--- src/rtl/mio_bus_ctrl.sv ---
// mio_bus_ctrl: CPU memory/IO bus controller decoding requests onto synchronous RAM,
// LED/switch registers and a compare-interrupt timer with a four-state handshake.
module mio_bus_ctrl #(
  parameter int RAM_AW = 10,
  parameter int LED_W  = 8,
  parameter int SW_W   = 16
) (
  input  logic              clk,
  input  logic              reset,
  input  logic              CPU_MIO,
  input  logic              mem_w,
  input  logic [31:0]       Addr_in,
  input  logic [31:0]       Wdata_in,
  output logic [31:0]       Data_in,
  output logic              MIO_ready,
  output logic              INT,
  output logic [RAM_AW-1:0] ram_addr,
  output logic [31:0]       ram_din,
  output logic              ram_we,
  output logic              ram_en,
  input  logic [31:0]       ram_dout,
  output logic [LED_W-1:0]  led_out,
  input  logic [SW_W-1:0]   sw_in
);
  typedef enum logic [1:0] {IDLE, ACC, DATA, RESP} state_t;
  state_t state_q, state_d;
  logic [31:2] addr_q, addr_d;
  logic [31:0] wdata_q, wdata_d, data_q, data_d, cnt_q, cnt_d, cmp_q, cmp_d, rd_val, wa;
  logic [LED_W-1:0] led_q, led_d;
  logic we_q, we_d, pend_q, pend_d, take, wr;
  logic hit_ram, hit_led, hit_sw, hit_cnt, hit_cmp, hit_st;
  assign wa      = {addr_q, 2'b00};
  assign hit_ram = addr_q[31:RAM_AW+2] == '0;
  assign hit_led = wa == 32'hE000_0000;
  assign hit_sw  = wa == 32'hF000_0000;
  assign hit_cnt = wa == 32'hF000_0004;
  assign hit_cmp = wa == 32'hF000_0008;
  assign hit_st  = wa == 32'hF000_000C;
  assign take    = state_q == IDLE && CPU_MIO;
  assign wr      = state_q == ACC && we_q;
  always_comb begin
    state_d = state_q == IDLE ? (CPU_MIO ? ACC : IDLE) :
              state_q == ACC  ? DATA :
              state_q == DATA ? RESP : IDLE;
    addr_d  = take ? Addr_in[31:2] : addr_q;
    wdata_d = take ? Wdata_in : wdata_q;
    we_d    = take ? mem_w : we_q;
    rd_val  = hit_ram ? ram_dout :
              hit_led ? 32'(led_q) :
              hit_sw  ? 32'(sw_in) :
              hit_cnt ? cnt_q :
              hit_cmp ? cmp_q :
              hit_st  ? {31'b0, pend_q} : '0;
    data_d  = (state_q == DATA && !we_q) ? rd_val : data_q;
    led_d   = (wr && hit_led) ? wdata_q[LED_W-1:0] : led_q;
    cnt_d   = (wr && hit_cnt) ? wdata_q : cnt_q + 32'd1;
    cmp_d   = (wr && hit_cmp) ? wdata_q : cmp_q;
    // a match in the same cycle as a CPU clear keeps pending set
    pend_d  = (cnt_q == cmp_q && cmp_q != '0) || (pend_q && !(wr && hit_st && wdata_q[0]));
  end
  always_ff @(posedge clk or negedge reset) begin
    if (!reset) begin
      state_q <= IDLE;
      addr_q  <= '0;
      wdata_q <= '0;
      we_q    <= 1'b0;
      data_q  <= '0;
      led_q   <= '0;
      cnt_q   <= '0;
      cmp_q   <= '0;
      pend_q  <= 1'b0;
    end else begin
      state_q <= state_d;
      addr_q  <= addr_d;
      wdata_q <= wdata_d;
      we_q    <= we_d;
      data_q  <= data_d;
      led_q   <= led_d;
      cnt_q   <= cnt_d;
      cmp_q   <= cmp_d;
      pend_q  <= pend_d;
    end
  end
  assign Data_in   = data_q;
  assign MIO_ready = state_q == RESP;
  assign INT       = pend_q;
  assign ram_en    = state_q == ACC && hit_ram;
  assign ram_we    = ram_en && we_q;
  assign ram_addr  = addr_q[RAM_AW+1:2];
  assign ram_din   = wdata_q;
  assign led_out   = led_q;
endmodule

--- config.mk ---
export PLATFORM = sky130hd
export DESIGN_NAME = mio_bus_ctrl
export DESIGN_NICKNAME = d
export VERILOG_FILES = /design/src/rtl/mio_bus_ctrl.sv
export SDC_FILE = /design/constraint.sdc
export NUM_CORES = 1
export LEC_CHECK = 0
export ABC_AREA = 1
export CAP_MARGIN = 10
export CELL_PAD_IN_SITES_DETAIL_PLACEMENT = 1
export CELL_PAD_IN_SITES_GLOBAL_PLACEMENT = 2
export CORE_MARGIN = 4
export CORE_UTILIZATION = 25
export CTS_CLUSTER_DIAMETER = 80
export DETAILED_ROUTE_END_ITERATION = 8
export PLACE_DENSITY = 0.68
export SYNTH_ARGS = -nofsm -noshare
export SYNTH_HDL_FRONTEND = slang
export SYNTH_SLANG_ARGS = --single-unit
--- constraint.sdc ---
create_clock -name clk -period 2.4 [get_ports clk]
set_input_delay 0.24 -clock clk [delete_from_list [all_inputs] [get_ports clk]]
set_output_delay 0.24 -clock clk [all_outputs]
set_load 0.02 [all_outputs]
# == Word level (Yosys, flattened, before mapping) ==
# Cells that the tools add are included.
# totals
reg_bits,170
inputBits,116
out_inout_bits,86
wordCells,48
# classes
n_addsub,1
eq_ne,9
n_mux,11
reduce_logical,18
# op_table
cell,count
32-bit 2-to-1 mux,6
30-bit equality test (second input constant),5
32-bit by 1-bit adder with 32-bit output (second input constant),1
32-bit equality test,1
32-bit nonzero test,1
20-bit logical NOT,1
1-bit logical AND,12
2-bit 2-to-1 mux,3
2-bit equality test (second input constant),2
2-bit by 1-bit equality test with 1-bit output (second input constant),1
1-bit logical NOT,2
2-bit logical NOT,1
1-bit 2-to-1 mux,2
1-bit logical OR,1

# == Logic depth before layout (Yosys ltp) ==
# Gate-level depths: netlist of run 1.
# depth
depth_word,7
mapped_depth,12
depth_no_buf,11

# == Least setup slack after synthesis of run 1 ==
# No wires, ideal clock.
# synth_path
kind,register to output
from,register addr_q[27] in the netlist's numbering
to,output port ram_en
t_arrival_ns,1.521
required_ns,2.160
path_slack_ns,0.639
stages_incl_launch_ff,6
path_buffers,1
cell_sequence,dfrtp_1 nor2_1 nor3b_4 nand3_4 buf_6 nor2_1
# synth_via
elab_chain_len,2
# synth_lines
element,line_no,rtl
from (decl),27,"logic [31:2] addr_q, addr_d;"
from (signal assigned),74,addr_q <= addr_d;
20-bit logical NOT,33,assign hit_ram = addr_q[31:RAM_AW+2] == '0;
1-bit logical AND,87,assign ram_en = state_q == ACC && hit_ram;
to (decl),20,"output logic ram_en,"
# No other way between the ends.

# == Final worst setup path of run 1 ==
# layout_path
from,register addr_q[28] in the netlist's numbering
to,output port ram_we
# layout_via
elab_chain_len,3
# layout_lines
element,line_no,rtl
20-bit logical NOT,33,
1-bit logical AND,87,
1-bit logical AND,88,assign ram_we = ram_en && we_q;
to (decl),19,"output logic ram_we,"
# No other way between the ends.

==> results of run 1 <==
==> synthesized netlist by cell type, drive strengths merged <==
master	count	area, sq um
mux2	12	143
nor2	160	651
inv	122	458
o22a	5	43.8
ha	6	75.1
o21ai	96	480
nand4	33	213
a31oi	3	18.8
clkbuf	28	105
or2	10	62.6
xor2	37	324
a21oi	62	310
nand2	229	875
nand3b	1	7.51
nor3	13	70.1
o22ai	9	56.3
xnor2	10	87.6
nor3b	1	18.8
buf	27	180
dfrtp	170	4250
nand3	50	273
clkinv	4	16.3
nor4	12	75.1
==> worst min-delay path by stage <==
stage	startpoint	to	slack (ns)	depth (start not counted)
global placement	reset	ram_din[28]	0.21	1
floorplan	reset	Data_in[0]	-0.06	0
detailed placement	reset	ram_din[28]	0.23	1
global route	reset	ram_din[28]	0.34	2
finish	reset	ram_din[28]	0.30	2
CTS	reset	ram_din[28]	0.30	2
==> power breakdown <==
group	internal (mW)	switching, mW
Clock	1.53	1.27
Combinational	1.73	2.31
Sequential	3.60	0.448
==> placed cells by master (no fill, tap or decap), types with 7 or more instances in the layout <==
cell type and n:
nand3_1 47, xor2_1 37, inv_1 121, o22ai_1 9
or2_2 7, a21oi_1 62, nor2_2 9, o21ai_0 77
mux2_2 10, nor4_1 12, dfrtp_1 170, nor3_1 12
buf_4 31, nor2_1 146, nand4_1 32, xnor2_1 10
clkbuf_16 17, o21ai_1 19, nand2_1 224, clkdlybuf4s50_1 196
==> timing repair <==
item | in CTS | in global routing
gates resized for setup | 3 | 1
hold buffers | 1 | 0
hold endpoints to repair | 42 | 0
setup buffers | 0 | 3
cloned | 0 | 0
endpoints found under the setup margin | 2 | 16
==> registers in the layout, indices dropped and copies added (netlist names) <==
name and count:
addr_q 30, cmp_q 32, state_q 2, led_out 8, ram_din 32, we_q 1, cnt_q 32, Data_in 32
INT 1
==> metal layers <==
layer,vias to the layer above,share of wire [%]
li1,3933,-
met1,3872,49
met2,135,46
met3,25,4.1
met4,0,1.2
met5,-,0
==> stage by stage <==
| stage | power, mW | hold WS (ns) |
|---|---|---|
| after floorplan | 6.20 | -0.0556 |
| after global placement | 8.15 | 0.210 |
| after detailed placement | 8.24 | 0.228 |
| after CTS | 11.1 | 0.305 |
| after global routing | 11.6 | 0.342 |
| final | 10.9 | 0.295 |
==> cell families (layout without fill, tap and decap cells) <==
group / Yosys count / count (layout) / share of synthesized area (%)
adder cells (fa/ha/maj): 6 / 6 / 0.853
multiplexers: 12 / 12 / 1.62
XOR/XNOR: 47 / 47 / 4.68
AND/OR/NAND/NOR: 509 / 509 / 25.5
flip-flops: 170 / 170 / 48.4
AO/OA/AOI/OAI: 175 / 175 / 10.3
buffers and inverters: 181 / 394 / 8.63
==> layout make-up <==
class	count	area [sq um]
inverters	126	478
flip-flops and latches	170	4250
multi-input cells	749	3800
clock buffers	21	470
well taps	455	569
repair buffers	236	2330
clock inverters	11	110
fillers	4150	22600
==> results.md, run 1 <==
- Setup TNS: 0 ns
- Crit-path max cell delay: 0.39 ns
- Cell area power density: 907 mW/mm^2
- # diodes: 0
- Max-cap check violation count: 0
- DRT Pass-1 Iters: 4
- Status: complete, no violations
- GRT met1 Usage: 24.0%
- GRT Overall Usage: 16.6%
- WS Path Type: reg2out
- Max-slew headroom: 52.2%
- Core ar.: 0.0346 sq mm
- Die height: 196 um
- GRT Max-Usage Layer: met2
- Final core utilization: 34.7%
- Syn nets: 1222
- DIE AREA: 0.0383 sq mm
- Worst-Skew Late Latency: 0.45 ns
- Final Critical Period: 2.22 ns
- Root buf cell: clkbuf_16
- WL final: 31900 um
- Syn_area_per_cell: 8.00 sq um
- Crit-path leading delay family: simple AND/OR/NAND/NOR gates
- Worst EP required: 2.16 ns
- Crit path from: addr_q[28]
- DPL Wire Length: 24900 um
- Static Leak: 5.41 nW
- Fin. Hold Viols: 0
- Global-route wire length before repair: 49500 um
- Met3 Use GR: 2.88%
- Final number of setup-violating endpoints: 0
- CTS buffer count: 17
- R2R depth: 10
- R2r setup slk: 0.27 ns
- Terminus of the critical flop-to-flop path: Data_in[4]
- Clk sinks: 170
- Max-slew violation count: 0
- CP endpoint: ram_we
- Post-route antenna net violation count: 0
- Cell Area, Synth: 0.00880 sq mm
- Final Instance Count excl. Fillers: 1768
- Syn Inst Count: 1100
- Io pins: 202
- Reg2reg start: addr_q[12]
- Clock Skew: 0.0162 ns
- RSZ-0062 raised after global routing: false
- Initial Util: 25.4%
- CP bufs+invs: 2
- WP depth: 6
- Design Area, Final: 0.0120 sq mm
- # rows: 68
- Initial antenna violation count: 0
- WP data arrival: 1.98 ns
- Setup slack after layout: 0.184 ns
- CTS H-Tree Depth: 4
- Met2 GRT Util: 26.1%
- Placed Cells: 1732
- Cell variety after synth: 39
- Area growth syn-to-layout: 36.6%
- Sequential share of the synthesized area: 48.4%
- HP Class: in2async
- Setup crit start kind: flip-flop
- Vias in the first global route: 8163
- Maximum clock path buffer count: 2
- Crit-path max FO: 3
- Vias/cell: 4.51
- Post-place setup slack: 0.0933 ns
- Die width: 196 um
- Post-route DRC: 0
- RePlAce Congestion: 0.834
- Fmax: 0.451 GHz
- DR iter-0 viols: 334
- PortBufs: 199
- Share of layout cells above drive strength 1: 8.76%
- TritonCTS clock tree: yes
- Slew @ Worst Pin: 0.718 ns
- VDD IR-drop max: 0.000472 V
- Reg clk slew, reported paths: 0.07 ns
- Synth warnings: 0
- Endpoint class of the critical path: output port
- Largest net degree at the start of global routing: 47
- Number of synthesized register bits: 170
- Crit-path cells: inv_1, nand3_1, nor3b_4, nand3_4, nor2_1, dlygate4sd2_1
- Vias: 7965
- Routed length per placed instance: 18.1 um
- Grt ovf: 0
- Critical path's slowest cell: dfrtp_1
- Layout Nets: 1422
- DP Area: 0.0114 sq mm
- Final period util: 92.3%
Note: power is estimated with default switching activity, not from simulation.
==> run 2, diff against run 1 <==
--- a/config.mk
+++ b/config.mk
@@ -13,7 +13,9 @@
 export CORE_UTILIZATION = 25
 export CTS_CLUSTER_DIAMETER = 80
 export DETAILED_ROUTE_END_ITERATION = 8
+export MAX_ROUTING_LAYER = met4
 export PLACE_DENSITY = 0.68
+export SETUP_SLACK_MARGIN = 0.4
 export SYNTH_ARGS = -nofsm -noshare
 export SYNTH_HDL_FRONTEND = slang
 export SYNTH_SLANG_ARGS = --single-unit
==> results.md, run 2 (same netlist as run 1, synthesis figures left out) <==
- Die height: 196 um
- Post-route antenna net violation count: 0
- Static Leak: 5.51 nW
- PortBufs: 199
- Worst-Skew Late Latency: 0.45 ns
- DIE AREA: 0.0383 sq mm
- Endpoint class of the critical path: output port
- Clock Skew: 0.0172 ns
- Sequential power share: 36.9%
- CTS H-Tree Depth: 4
- Clk sinks: 170
- Max-slew headroom: 62.8%
- Status: complete, no violations
- Fin. Hold Viols: 0
- Routed length per placed instance: 18.3 um
- VDD IR-drop max: 0.000472 V
- Clk pwr share: 25.5%
- Setup crit start kind: flip-flop
- Io pins: 202
- RePlAce Congestion: 0.847
- Slew @ Worst Pin: 0.553 ns
- Global-route wire length before repair: 49600 um
- Setup TNS: 0 ns
- Pwr Total: 11.0 mW
- Worst EP required: 2.16 ns
- Largest net degree at the start of global routing: 47
- Cell Int Power: 6.88 mW
- DR iter-0 viols: 327
- Maximum clock path buffer count: 2
- Final Critical Period: 2.00 ns
- CTS buffer count: 17
- Most frequent cells in the layout: nand2_1, clkdlybuf4s50_1, dfrtp_1
- DPL Wire Length: 24900 um
- Share of layout cells above drive strength 1: 12.0%
- # diodes: 0
- Final period util: 83.4%
- Post-route DRC: 0
- WP data arrival: 1.76 ns
- Core ar.: 0.0346 sq mm
- TritonCTS clock tree: yes
- Layout Nets: 1435
- Fmax: 0.500 GHz
- WL final: 32600 um
- DRT Pass-1 Iters: 4
- Grt ovf: 0
- Crit-path max FO: 3
- Initial antenna violation count: 0
- Vias/cell: 4.51
- HP Class: in2async
- Initial Util: 25.4%
- Net Sw Frac: 37.3%
- Final number of setup-violating endpoints: 0
- Cell area power density: 889 mW/mm^2
- RSZ-0062 raised after global routing: true
- Max-slew violation count: 0
- Die width: 196 um
- Reg clk slew, reported paths: 0.07 ns
- Most common cell after layout, fill and taps aside: nand2_1
- GRT Overall Usage: 17.2%
- Vias in the first global route: 8194
- Vias: 8032
- Combinational power share: 37.6%
- Root buf cell: clkbuf_16
- # rows: 68
- NetSw: 4.10 mW
- WS Path Type: reg2out
- Area growth syn-to-layout: 40.3%
- Max-cap check violation count: 0
run 2: what timing repair did:
action,CTS,global route
pin swaps,3,13
buffers inserted,1,13
gates resized for setup,27,45
endpoints found under the hold margin,42,0
setup endpoints to repair,69,84
cloned,0,2
hold buffers,1,0
run 2: stage by stage:
stage | hold WS (ns) | setup WS (ns) | utilization (%) | cell area, sq um | instances
2_1_floorplan | -0.0556 | 0.639 | - | 8800 | 1100
3_3_place_gp | 0.210 | 0.0976 | 32.9 | 11400 | 1732
3_5_place_dp | 0.228 | 0.0933 | 32.9 | 11400 | 1732
4_1_cts | 0.305 | 0.289 | 34.8 | 12000 | 1766
5_1_grt | 0.345 | 0.255 | 35.7 | 12300 | 1781
6_report | 0.301 | 0.399 | 35.7 | 12300 | 1781
run 2: final cells by class:
cell class / instances / area (sq um)
fillers: 4116 / 22300
flip-flops and latches: 170 / 4260
multi-input cells: 750 / 3970
repair buffers: 248 / 2470
well taps: 455 / 569
inverters: 126 / 495
clock buffers: 21 / 470
clock inverters: 11 / 110
run 2: routing by layer:
metal  global-route usage (%)  wire (um)  vias to the layer above
li1                         -          -                     3967
met1                     24.2      16200                     3911
met2                     26.2      15200                      134
met3                     2.64        937                       20
met4                     4.09        344                        0
met5                        -          0                        -
run 2: power groups by stage:
stage | Clock (mW) | Sequential [mW] | Combinational, mW
3_3_place_gp | 0 | 4.08 | 4.08
5_1_grt | 3.04 | 4.16 | 4.50
2_1_floorplan | 0 | 4.55 | 1.64
6_report | 2.80 | 4.06 | 4.12
3_5_place_dp | 0 | 4.11 | 4.12
4_1_cts | 2.90 | 4.06 | 4.17
run 2: final timing paths:
| check | start | to | slack (ns) | depth (start not counted) |
|---|---|---|---|---|
| max in group asynchronous | reset | addr_q[26] | 1.36 | 3 |
| min reg2reg | Data_in[15] | Data_in[15] | 0.49 | 2 |
| min in group clk | Wdata_in[1] | ram_din[1] | 0.37 | 3 |
| min | reset | ram_din[28] | 0.30 | 2 |
| max | addr_q[31] | ram_we | 0.40 | 6 |
| max reg2reg | cnt_q[0] | cnt_q[26] | 0.49 | 10 |
run 2: worst max-delay path, cell delays in order, from the launching register on:
cell	delay, ns
dfrtp_1	0.40
nor2_2	0.13
nand3_2	0.09
nor3b_4	0.27
nand3_4	0.16
nor2_4	0.12
buf_4	0.15
==> run 3, diff against run 2 <==
--- a/config.mk
+++ b/config.mk
@@ -14,7 +14,7 @@
 export CTS_CLUSTER_DIAMETER = 80
 export DETAILED_ROUTE_END_ITERATION = 8
 export MAX_ROUTING_LAYER = met4
-export PLACE_DENSITY = 0.68
+export PLACE_DENSITY = 0.71
 export SETUP_SLACK_MARGIN = 0.4
 export SYNTH_ARGS = -nofsm -noshare
 export SYNTH_HDL_FRONTEND = slang
==> constraint.sdc (replaced) <==
create_clock -name clk -period 1.75 [get_ports clk]
set_input_delay 0.175 -clock clk [delete_from_list [all_inputs] [get_ports clk]]
set_output_delay 0.175 -clock clk [all_outputs]
set_load 0.02 [all_outputs]
==> results.md, run 3 (same netlist as run 1, synthesis figures left out) <==
- Status: complete, but fails checks
- Failing checks: setup timing
- Clock Skew: 0.0176 ns
- Reg clk slew, reported paths: 0.07 ns
- Worst EP required: 2.12 ns
- NetSw: 6.77 mW
- Core ar.: 0.0346 sq mm
- Setup TNS: -6.91 ns
- Clk sinks: 170
- Clk pwr share: 22.0%
- Vias/cell: 4.66
- Routed length per placed instance: 20.1 um
- Crit-path cells: inv_1, nand2_1, nor2_4, nand2_4, nor2_4, buf_12, nand2_8, nor2_4, buf_6, buf_8, buf_12, nand2_2, o21ai_1
- WL final: 39300 um
- # diodes: 0
- Setup crit start kind: flip-flop
- Vias in the first global route: 9406
- WP data arrival: 2.26 ns
- Layout Nets: 1611
- HP Class: in2async
- Die height: 196 um
- Final period util: 108%
- Combinational power share: 45.7%
- Setup slack after layout: -0.139 ns
- DRT Pass-1 Iters: 4
- DR iter-0 viols: 491
- Design Area, Final: 0.0158 sq mm
- Crit-path max FO: 6
- RePlAce Congestion: 0.873
- TritonCTS clock tree: yes
- Cell area power density: 1100 mW/mm^2
- VDD IR-drop max: 0.000702 V
- Initial antenna violation count: 0
- Post-route antenna net violation count: 0
- CTS buffer count: 17
- Max-slew headroom: 69.3%
- Die width: 196 um
- DIE AREA: 0.0383 sq mm
- CP bufs+invs: 5
- Post-route DRC: 0
- Most frequent cells in the layout: dfrtp_1, nand2_1, buf_4
- Worst-Skew Late Latency: 0.45 ns
- DPL Wire Length: 26200 um
- Static Leak: 7.12 nW
- Final number of setup-violating endpoints: 104
- Max-cap check violation count: 0
- Final core utilization: 45.8%
- Vias: 9120
- Slew @ Worst Pin: 0.459 ns
- Cell Int Power: 10.6 mW
- Crit-path max cell delay: 0.37 ns
- WS Path Type: reg2reg
- Largest net degree at the start of global routing: 59
- RSZ-0062 raised after global routing: true
- Max-slew violation count: 0
- Sequential power share: 32.3%
- Share of layout cells above drive strength 1: 43.6%
- Net Sw Frac: 39.0%
- Critical path's slowest cell: dfrtp_1
- PortBufs: 199
- Maximum clock path buffer count: 2
- Cell mode on critical path: nor2_4
- Crit-path leading delay family: simple AND/OR/NAND/NOR gates
- # rows: 68
- Initial Util: 25.4%
- Global-route wire length before repair: 57000 um
- Fmax: 0.529 GHz
- GRT Overall Usage: 19.7%
- Io pins: 202
- Pwr Total: 17.4 mW
- Final Critical Period: 1.89 ns
- Worst hold margin: 0.148 ns
- Root buf cell: clkbuf_16
- Most common cell after layout, fill and taps aside: dfrtp_1
- Grt ovf: 0
- Endpoint class of the critical path: flip-flop
- DP Area: 0.0124 sq mm
- Area growth syn-to-layout: 80.1%
- CTS H-Tree Depth: 4
- Fin. Hold Viols: 0
-- run 3: changes by cell type in the layout (fill, tap and decap cells not counted), sizes merged --
cell           before  now
nand3              50   51
clkdlybuf4s50     196  112
clkdlybuf4s15       0   39
clkinv              5   10
clkbuf             22   46
bufinv              1    2
clkinvlp            3    5
inv               128  122
nand2             230  233
buf                50  236
dlygate4sd2         0    4
-- run 3: final cells by class --
class	count	area, sq um
fill	3894	18800
multi-input combinational	754	5480
timing repair buffer	419	4450
sequential	170	4260
tap	455	569
inverter	126	507
clock buffer	19	443
clock inverter	12	125
timing repair inverter	1	11.3
-- run 3: what timing repair did --
| item | 4_1_cts | 5_1_grt |
|---|---|---|
| endpoints found under the hold margin | 170 | 0 |
| hold buffers | 1 | 0 |
| resized for setup | 422 | 394 |
| setup endpoints to repair | 235 | 196 |
| buffers inserted | 27 | 23 |
| pin swaps | 45 | 73 |
| cloned | 16 | 14 |
-- run 3: power by group through the flow --
stage	registers [mW]	clock network [mW]	logic [mW]
3_3_place_gp	5.59	0	6.16
4_1_cts	5.57	3.94	6.53
3_5_place_dp	5.64	0	6.26
5_1_grt	5.75	4.10	8.54
6_report	5.61	3.82	7.93
2_1_floorplan	6.26	0	2.36
-- run 3: path summary, 6_finish.rpt --
path	to	slack, ns	from	depth (start not counted)
min in group clk	addr_q[28]	0.32	Addr_in[28]	3
hold reg to reg	Data_in[14]	0.49	Data_in[14]	2
setup / recovery	cnt_q[8]	-0.14	addr_q[25]	13
setup reg to reg	cnt_q[8]	-0.14	addr_q[25]	13
max in group asynchronous	state_q[0]	0.96	reset	3
hold / removal	ram_din[20]	0.15	reset	2
-- run 3: metal layers --
metal / routed length [um] / track usage, % / vias to the layer above
met5: 0 / - / -
met4: 735 / 4.89 / 0
met3: 1480 / 3.12 / 45
met2: 18900 / 30.6 / 169
met1: 18200 / 27.2 / 4561
li1: - / - / 4345
-- run 3: through the flow --
stage | instances | setup WS, ns
after global routing | 1956 | -0.230
after global placement | 1844 | -0.280
final | 1956 | -0.139
after detailed placement | 1844 | -0.287
after floorplan | 1100 | 0.129
after CTS | 1919 | -0.132
